[config.mk]
export PLATFORM = sky130hd
export DESIGN_NAME = panda_mem_stage
export DESIGN_NICKNAME = d
export VERILOG_FILES = /design/src/rtl/panda_mem_stage.sv
export SDC_FILE = /design/constraint.sdc
export NUM_CORES = 1
export LEC_CHECK = 0
export ABC_CLOCK_PERIOD_IN_PS = 2200
export CORE_UTILIZATION = 30
export CTS_BUF_LIST = sky130_fd_sc_hd__clkbuf_4 sky130_fd_sc_hd__clkbuf_8
export CTS_CLUSTER_SIZE = 12
export DETAILED_ROUTE_END_ITERATION = 12
export PLACE_DENSITY = 0.77
export SLEW_MARGIN = 25
export SYNTH_ARGS = -nofsm -noshare
export SYNTH_HDL_FRONTEND = slang
export SYNTH_SLANG_ARGS = --single-unit
[constraint.sdc]
create_clock -name clk_i -period 2.2 [get_ports clk_i]
set_input_delay 0.33 -clock clk_i [delete_from_list [all_inputs] [get_ports clk_i]]
set_output_delay 0.33 -clock clk_i [all_outputs]
set_load 0.01 [all_outputs]
[src/rtl/panda_mem_stage.sv]
// Panda MEM stage: load/store sequencing over a req/gnt/rvalid data bus, byte-lane steering, MEM/WB register.
// Optional feature macro: PANDA_MEM_MISALIGN_CHECK_EN (drop misaligned half/word accesses, pulse misalign_o).
module panda_mem_stage #(
  parameter int AddrWidth = 32
) (
  input  logic                 clk_i,
  input  logic                 rst_i,
  input  logic                 ex_valid_i,
  input  logic                 ex_load_i,
  input  logic                 ex_store_i,
  input  logic [1:0]           ex_width_i,
  input  logic                 ex_unsigned_i,
  input  logic [AddrWidth-1:0] ex_addr_i,
  input  logic [31:0]          ex_wdata_i,
  input  logic [4:0]           ex_rd_addr_i,
  input  logic                 ex_rd_we_i,
  input  logic [31:0]          ex_rd_data_i,
  output logic                 data_req_o,
  input  logic                 data_gnt_i,
  input  logic                 data_rvalid_i,
  output logic                 data_we_o,
  output logic [3:0]           data_be_o,
  output logic [AddrWidth-1:0] data_addr_o,
  output logic [31:0]          data_wdata_o,
  input  logic [31:0]          data_rdata_i,
  output logic                 stall_o,
  output logic                 misalign_o,
  output logic [4:0]           wb_rd_addr_o,
  output logic                 wb_rd_we_o,
  output logic [31:0]          wb_rd_data_o
);

  typedef enum logic [1:0] {IDLE, WAIT_GNT, WAIT_RVALID} state_e;

  state_e      state, state_nxt;
  logic        mem_op, misaligned, issue;
  logic [3:0]  be;
  logic [31:0] wdata_st;
  logic [1:0]  off_q, width_q;
  logic        uns_q;
  logic [7:0]  byte_v;
  logic [15:0] half_v;
  logic [31:0] ld_data;

  assign mem_op = ex_valid_i & (ex_load_i | ex_store_i);

`ifdef PANDA_MEM_MISALIGN_CHECK_EN
  logic misalign_q;
  assign misaligned = ((ex_width_i == 2'b01) & ex_addr_i[0]) |
                      (ex_width_i[1] & (ex_addr_i[1:0] != 2'b00));

  always_ff @(posedge clk_i or posedge rst_i) begin
    if (rst_i) misalign_q <= 1'b0;
    else       misalign_q <= (state == IDLE) & mem_op & misaligned;
  end
  assign misalign_o = misalign_q;
`else
  assign misaligned = 1'b0;
  assign misalign_o = 1'b0;
`endif

  assign issue = mem_op & ~misaligned;

  // Lane steering; half uses addr[1] only and word always lane 0, so low bits beyond that are ignored.
  always_comb begin
    be       = 4'b1111;
    wdata_st = ex_wdata_i;
    case (ex_width_i)
      2'b00: begin
        be       = 4'b0001 << ex_addr_i[1:0];
        wdata_st = {4{ex_wdata_i[7:0]}};
      end
      2'b01: begin
        be       = 4'b0011 << {ex_addr_i[1], 1'b0};
        wdata_st = {2{ex_wdata_i[15:0]}};
      end
      default: ;
    endcase
  end

  always_comb begin
    state_nxt  = state;
    data_req_o = 1'b0;
    stall_o    = 1'b0;
    case (state)
      IDLE: if (issue) begin
        data_req_o = 1'b1;
        stall_o    = 1'b1;
        state_nxt  = data_gnt_i ? WAIT_RVALID : WAIT_GNT;
      end
      WAIT_GNT: begin
        data_req_o = 1'b1;
        stall_o    = 1'b1;
        if (data_gnt_i) state_nxt = WAIT_RVALID;
      end
      WAIT_RVALID: begin
        stall_o = ~data_rvalid_i;
        if (data_rvalid_i) state_nxt = IDLE;
      end
      default: state_nxt = IDLE;
    endcase
  end

  assign data_we_o    = data_req_o & ex_store_i;
  assign data_be_o    = data_req_o ? be : 4'b0000;
  assign data_addr_o  = data_req_o ? {ex_addr_i[AddrWidth-1:2], 2'b00} : '0;
  assign data_wdata_o = data_req_o ? wdata_st : 32'h0;

  always_ff @(posedge clk_i or posedge rst_i) begin
    if (rst_i) state <= IDLE;
    else       state <= state_nxt;
  end

  // Extraction context captured when the request is accepted.
  always_ff @(posedge clk_i or posedge rst_i) begin
    if (rst_i) begin
      off_q   <= 2'b00;
      width_q <= 2'b00;
      uns_q   <= 1'b0;
    end else if (data_req_o && data_gnt_i) begin
      off_q   <= ex_addr_i[1:0];
      width_q <= ex_width_i;
      uns_q   <= ex_unsigned_i;
    end
  end

  always_comb begin
    case (off_q)
      2'd0:    byte_v = data_rdata_i[7:0];
      2'd1:    byte_v = data_rdata_i[15:8];
      2'd2:    byte_v = data_rdata_i[23:16];
      default: byte_v = data_rdata_i[31:24];
    endcase
    half_v = off_q[1] ? data_rdata_i[31:16] : data_rdata_i[15:0];
    case (width_q)
      2'b00:   ld_data = uns_q ? {24'h0, byte_v} : {{24{byte_v[7]}}, byte_v};
      2'b01:   ld_data = uns_q ? {16'h0, half_v} : {{16{half_v[15]}}, half_v};
      default: ld_data = data_rdata_i;
    endcase
  end

  always_ff @(posedge clk_i or posedge rst_i) begin
    if (rst_i) begin
      wb_rd_addr_o <= 5'd0;
      wb_rd_we_o   <= 1'b0;
      wb_rd_data_o <= 32'h0;
    end else if (state == WAIT_RVALID && data_rvalid_i) begin
      wb_rd_addr_o <= ex_rd_addr_i;
      wb_rd_we_o   <= ex_load_i & ex_rd_we_i;
      wb_rd_data_o <= ex_load_i ? ld_data : ex_rd_data_i;
    end else if (stall_o || !ex_valid_i || mem_op) begin
      // stalled, bubble, or dropped misaligned access
      wb_rd_we_o <= 1'b0;
    end else begin
      wb_rd_addr_o <= ex_rd_addr_i;
      wb_rd_we_o   <= ex_rd_we_i;
      wb_rd_data_o <= ex_rd_data_i;
    end
  end

endmodule

# Word level (Yosys, flattened, before mapping)
# Cells that the tools add are included.
[word_totals] word_cells=59 register_bits=45 output_inout_bits=110
[classes] bitwise=5 n_eq_ne=10 mux=25 reduce_logical=10 shifts=2
[ops] op="32-bit two-way mux" n=7
[ops] op="32-bit one-hot mux with 2 select lines" n=2
[ops] op="8-bit one-hot mux with 3 select lines" n=1
[ops] op="16-bit two-way mux" n=1
[ops] op="5-bit two-way mux" n=2
[ops] op="2-bit by 1-bit == test with 1-bit output (second input constant)" n=4
[ops] op="2-bit logical NOT" n=4
[ops] op="2-bit two-way mux" n=4
[ops] op="2-bit != test (second input constant)" n=4
[ops] op="4-bit one-hot mux with 2 select lines" n=1
[ops] op="2-bit one-hot mux with 3 select lines" n=1
[ops] op="2-bit == test (second input constant)" n=2
[ops] op="4-bit two-way mux" n=1
[ops] op="1-bit by 2-bit << shifter with 4-bit output (first input constant)" n=1
[ops] op="2-bit by 2-bit << shifter with 4-bit output (first input constant)" n=1
[ops] op="1-bit bitwise AND" n=3
[ops] op="1-bit two-way mux" n=3
[ops] op="1-bit one-hot mux with 3 select lines" n=1
[ops] op="3-bit AND reduction" n=1
[ops] op="1-bit logical AND" n=2
[ops] op="1-bit logical OR" n=2
[ops] op="1-bit one-hot mux with 2 select lines" n=1
[ops] op="1-bit logical NOT" n=1
[ops] op="1-bit NOT" n=1
[ops] op="1-bit OR" n=1

# Logic depth before layout (Yosys ltp)
# Gate-level depths: netlist of run 1.
[logic_depth] ltp_word=8 ltp_mapped=7

# Worst setup path after synthesis of run 1
# Ideal clock, no wire load.
[synth_path] path_type="input-to-output" from="in ex_load_i" to="out data_wdata_o[21]" required_ns=1.870 n_path_buf=2 path_slack_ns=0.475 t_arrival_ns=1.395 stages=6 path_cell_list="o21a_1 > nor2_1 > or2_2 > clkbuf_1 > buf_1 > nor2_1"
[synth_via] elab_chain_cells=5
[synth_lines] item="start, declared" line_no="9" rtl="input logic ex_load_i,"
[synth_lines] item="1-bit OR" line_no="45" rtl="assign mem_op = ex_valid_i & (ex_load_i | ex_store_i);"
[synth_lines] item="1-bit bitwise AND" line_no="45"
[synth_lines] item="1-bit two-way mux" line_no="86" rtl="IDLE: if (issue) begin"
[synth_lines] item="1-bit one-hot mux with 2 select lines" line_no="85" rtl="case (state)"
[synth_lines] item="32-bit two-way mux" line_no="107" rtl="assign data_wdata_o = data_req_o ? wdata_st : 32'h0;"
[synth_lines] item="end, declared" line_no="24" rtl="output logic [31:0] data_wdata_o,"
# No other way between the ends.

# Worst setup path in the final report of run 1
[layout_path] from="in ex_store_i" to="out data_addr_o[3]"
[layout_via] elab_chain_cells=5
[layout_lines] item="start, declared" line_no="10" rtl="input logic ex_store_i,"
[layout_lines] item="1-bit OR" line_no="45"
[layout_lines] item="1-bit bitwise AND" line_no="45"
[layout_lines] item="1-bit two-way mux" line_no="86"
[layout_lines] item="1-bit one-hot mux with 2 select lines" line_no="85"
[layout_lines] item="32-bit two-way mux" line_no="106" rtl="assign data_addr_o = data_req_o ? {ex_addr_i[AddrWidth-1:2], 2'b00} : '0;"
[layout_lines] item="end, declared" line_no="23" rtl="output logic [AddrWidth-1:0] data_addr_o,"
# No other way between the ends.

==> results of run 1 <==
## path summary, 6_finish.rpt
| path | cells after the start | end | startpoint | slack, ps |
|---|---|---|---|---|
| max reg2reg | 6 | wb_rd_data_o[16]$_DFFE_PP0P_ | off_q[1]$_DFFE_PP0P_ | 280 |
| max in group asynchronous | 3 | wb_rd_data_o[26]$_DFFE_PP0P_ | rst_i | 1290 |
| max | 8 | data_addr_o[3] | ex_store_i | 30 |
| min | 2 | wb_rd_data_o[1]$_DFFE_PP0P_ | rst_i | 370 |
| min in group clk_i | 2 | wb_rd_addr_o[2]$_DFFE_PP0P_ | wb_rd_addr_o[2]$_DFFE_PP0P_ | 470 |
| min reg2reg | 2 | wb_rd_addr_o[2]$_DFFE_PP0P_ | wb_rd_addr_o[2]$_DFFE_PP0P_ | 470 |
## per-layer routing
metal	global-route usage [%]	wire length, µm
met3	5.65	1140
met2	44.1	7240
met4	5.68	255
met1	26.7	5220
met5	0	0
## power groups by stage
stage	combinational [mW]	sequential [mW]	clock [mW]
floorplan	1.06	1.47	0
global placement	2.60	1.35	0
detailed placement	2.65	1.36	0
CTS	2.63	1.35	0.530
global route	2.84	1.39	0.565
finish	2.63	1.35	0.513
## what timing repair did
action | in CTS | in global routing
gates resized for setup | 205 | 18
pin swaps | 0 | 0
endpoints found under the setup margin | 69 | 54
cloned | 2 | 0
setup buffers | 2 | 0
## cell usage in the layout, fill, tap and decap left out, drive strengths merged, types with 8 or more instances in the layout
| cell | netlist | layout |
|---|---|---|
| clkdlybuf4s50 | 0 | 180 |
| buf | 13 | 70 |
| nand2 | 57 | 57 |
| nor2 | 57 | 57 |
| dfrtp | 45 | 45 |
| and2 | 39 | 39 |
| o21ai | 36 | 36 |
| mux2i | 27 | 27 |
| nor3 | 24 | 24 |
| a211oi | 24 | 24 |
| a21oi | 20 | 20 |
| a22oi | 15 | 15 |
| dlygate4sd2 | 0 | 14 |
| clkdlybuf4s15 | 0 | 14 |
| a22o | 8 | 8 |
| clkbuf | 25 | 8 |
## flip-flops by register name, summed over array words and instances, names as in the netlist
register      flops
state             2
uns_q             1
width_q           2
wb_rd_we_o        1
wb_rd_addr_o      5
off_q             2
wb_rd_data_o     32
## cells by family after synthesis
| logic type | share of synthesized area (%) |
|---|---|
| AND/OR/NAND/NOR | 27.3 |
| buffers and inverters | 5.73 |
| other | 0.113 |
| AO/OA/AOI/OAI | 23.1 |
| multiplexers | 9.84 |
| flip-flops | 33.9 |
## stage by stage
stage                     total power [mW]  utilization, %  hold WS [ps]  TNS, ps
after floorplan                       2.53               -           401        0
after global placement                3.95            56.8           449   -24240
after detailed placement              4.01            56.8           458   -26670
after CTS                             4.51            56.7           392    -24.7
after global routing                  4.80            56.8           403    -24.3
final                                 4.49            56.8           371        0
## cell type report
class,count,area (µm²)
clock buffers,6,76.3
clock inverters,2,10.0
fillers,1015,4660
inverters,5,21.3
multi-input cells,343,2040
flip-flops and latches,45,1130
well taps,140,175
repair buffers,282,2690
## worst reg2reg max path, delay by kind of cell, from the launching register on
| kind | cells | cell delay (ps) |
|---|---|---|
| AO/OA/AOI/OAI | 3 | 750 |
| AND/OR/NAND/NOR | 2 | 520 |
| flip-flops | 1 | 390 |
| buffers and inverters | 1 | 180 |
==> flow_summary.ini, run 1 <==
[outcome]
status = finished clean

[power]
p_int_mw = 2.82
seqPwrFrac_pct = 30.0
pwr-share-clk_pct = 11.4
leakagePower_nw = 2.71
switching_share_pct = 37.3
peakVddDrop_v = 0.000366
p_comb_share_pct = 58.6
switchingPower_mw = 1.67
p_per_area_nw_per_um2 = 733

[yosys]
yosysUniqueCellTypes = 35
ys_warn_count = 0
yosys.area.top_type = dfrtp_1
synth.top_cell.area_share_pct = 33.9
postSynthCellCount = 429
netlist_area_um2 = 3320
synthArstFlopShare_pct = 100
avgSynthCellArea_um2 = 7.73
synthTopCellsByArea = dfrtp_1 (34%), mux2i_1 (8.1%), and2_1 (7.4%)
synth_most_common_cell = nand2_1
ys.flop_type = dfrtp_1
synth_commonest_cells = nand2_1 (57), nor2_1 (56), dfrtp_1 (45)
synth-edff-count = 0
ys_seq_elements = 45
yosysSeqAreaShare_pct = 33.9

[global_route]
grt_max_degree = 45
grt_pass1_vias = 4285
grt_pass1_wl_um = 21500
antenna_found_initial = 0
overflow = 0
track_usage_pct = 23.6

[final_layout]
final_nets = 826
diodes = 0
drive_gt1_share_pct = 16.3
design_area_um2 = 6130
fin_cells = 823
synthToLayoutAreaGrowth_pct = 84.7

[place]
postPlaceCellArea_um2 = 6130
dp_slack_ps = -401
io_buffers = 250
dp_cells = 811
dp.final_hpwl_um = 10700
routabilityCongestion = 0.878

[routing]
drcViolationCount = 0
viasPerCell = 5.06
drtIter0Drc = 184
drt_wl_total_um = 13900
avgRoutedWirePerCell_um = 16.8
ant_nets = 0
drtPass1Iterations = 4
vias = 4161

[setup_path]
crit_family = buffers and inverters
end_kind = output pin
cp_cell_sequence = clkdlybuf4s50_1 > o21a_1 > nor2_2 > or2_4 > inv_4 > bufbuf_16 > and2_1 > buf_2
crit_slowest_cell = clkdlybuf4s50_1
crit_type = primary input to output pin
cp_num_buf_inv = 4
critical-path-max-stage-delay_ps = 490
cp.arrival_ps = 1840
startpoint_type = primary input
crit_fanout = 10
worstPathRequired_ps = 1870

[sta]
hold_violations = 0
max_slew_margin_pct = 52.7
report.final.slew_viol_count = 0
rsz0062_at_grt = yes
clock_skew_ps = 12.4
max_freq_ghz = 0.461
min_period_ps = 2170
setup_ws_ps = 29.8
worst_pin_slew_ps = 710
setup_viol = 0
post-route-period-util_pct = 98.6

[flow_run]
maxCapViolCount = 0

[floorplan]
design.die.area_um2 = 11500
initial_utilization_pct = 30.7
std_cell_rows = 38
fp.dieH_um = 107
die_width_um = 107
io_pins = 254
design.core.area_um2 = 10800

[clocking]
tritoncts = done
path_clk_slew_ps = 100
clk_latency_ps = 290
cts_made_buffers = 5
cts_root_buf = clkbuf_8
numClockSinks = 45
postCtsHoldBufs = 0
clock_path_buffers = 2
htreeDepth = 2

[worst_hold_path]
hp-class = primary input to async pin
(Power assumes the default switching activity.)
==> run 2: changes to the inputs <==
--- a/config.mk
+++ b/config.mk
@@ -10,6 +10,7 @@
 export CTS_BUF_LIST = sky130_fd_sc_hd__clkbuf_4 sky130_fd_sc_hd__clkbuf_8
 export CTS_CLUSTER_SIZE = 12
 export DETAILED_ROUTE_END_ITERATION = 12
+export GPL_ROUTABILITY_DRIVEN = 0
 export PLACE_DENSITY = 0.77
 export SLEW_MARGIN = 25
 export SYNTH_ARGS = -nofsm -noshare
==> results of run 2 <==
Same layout as run 1: the final DEF is identical, and so are final timing and power.
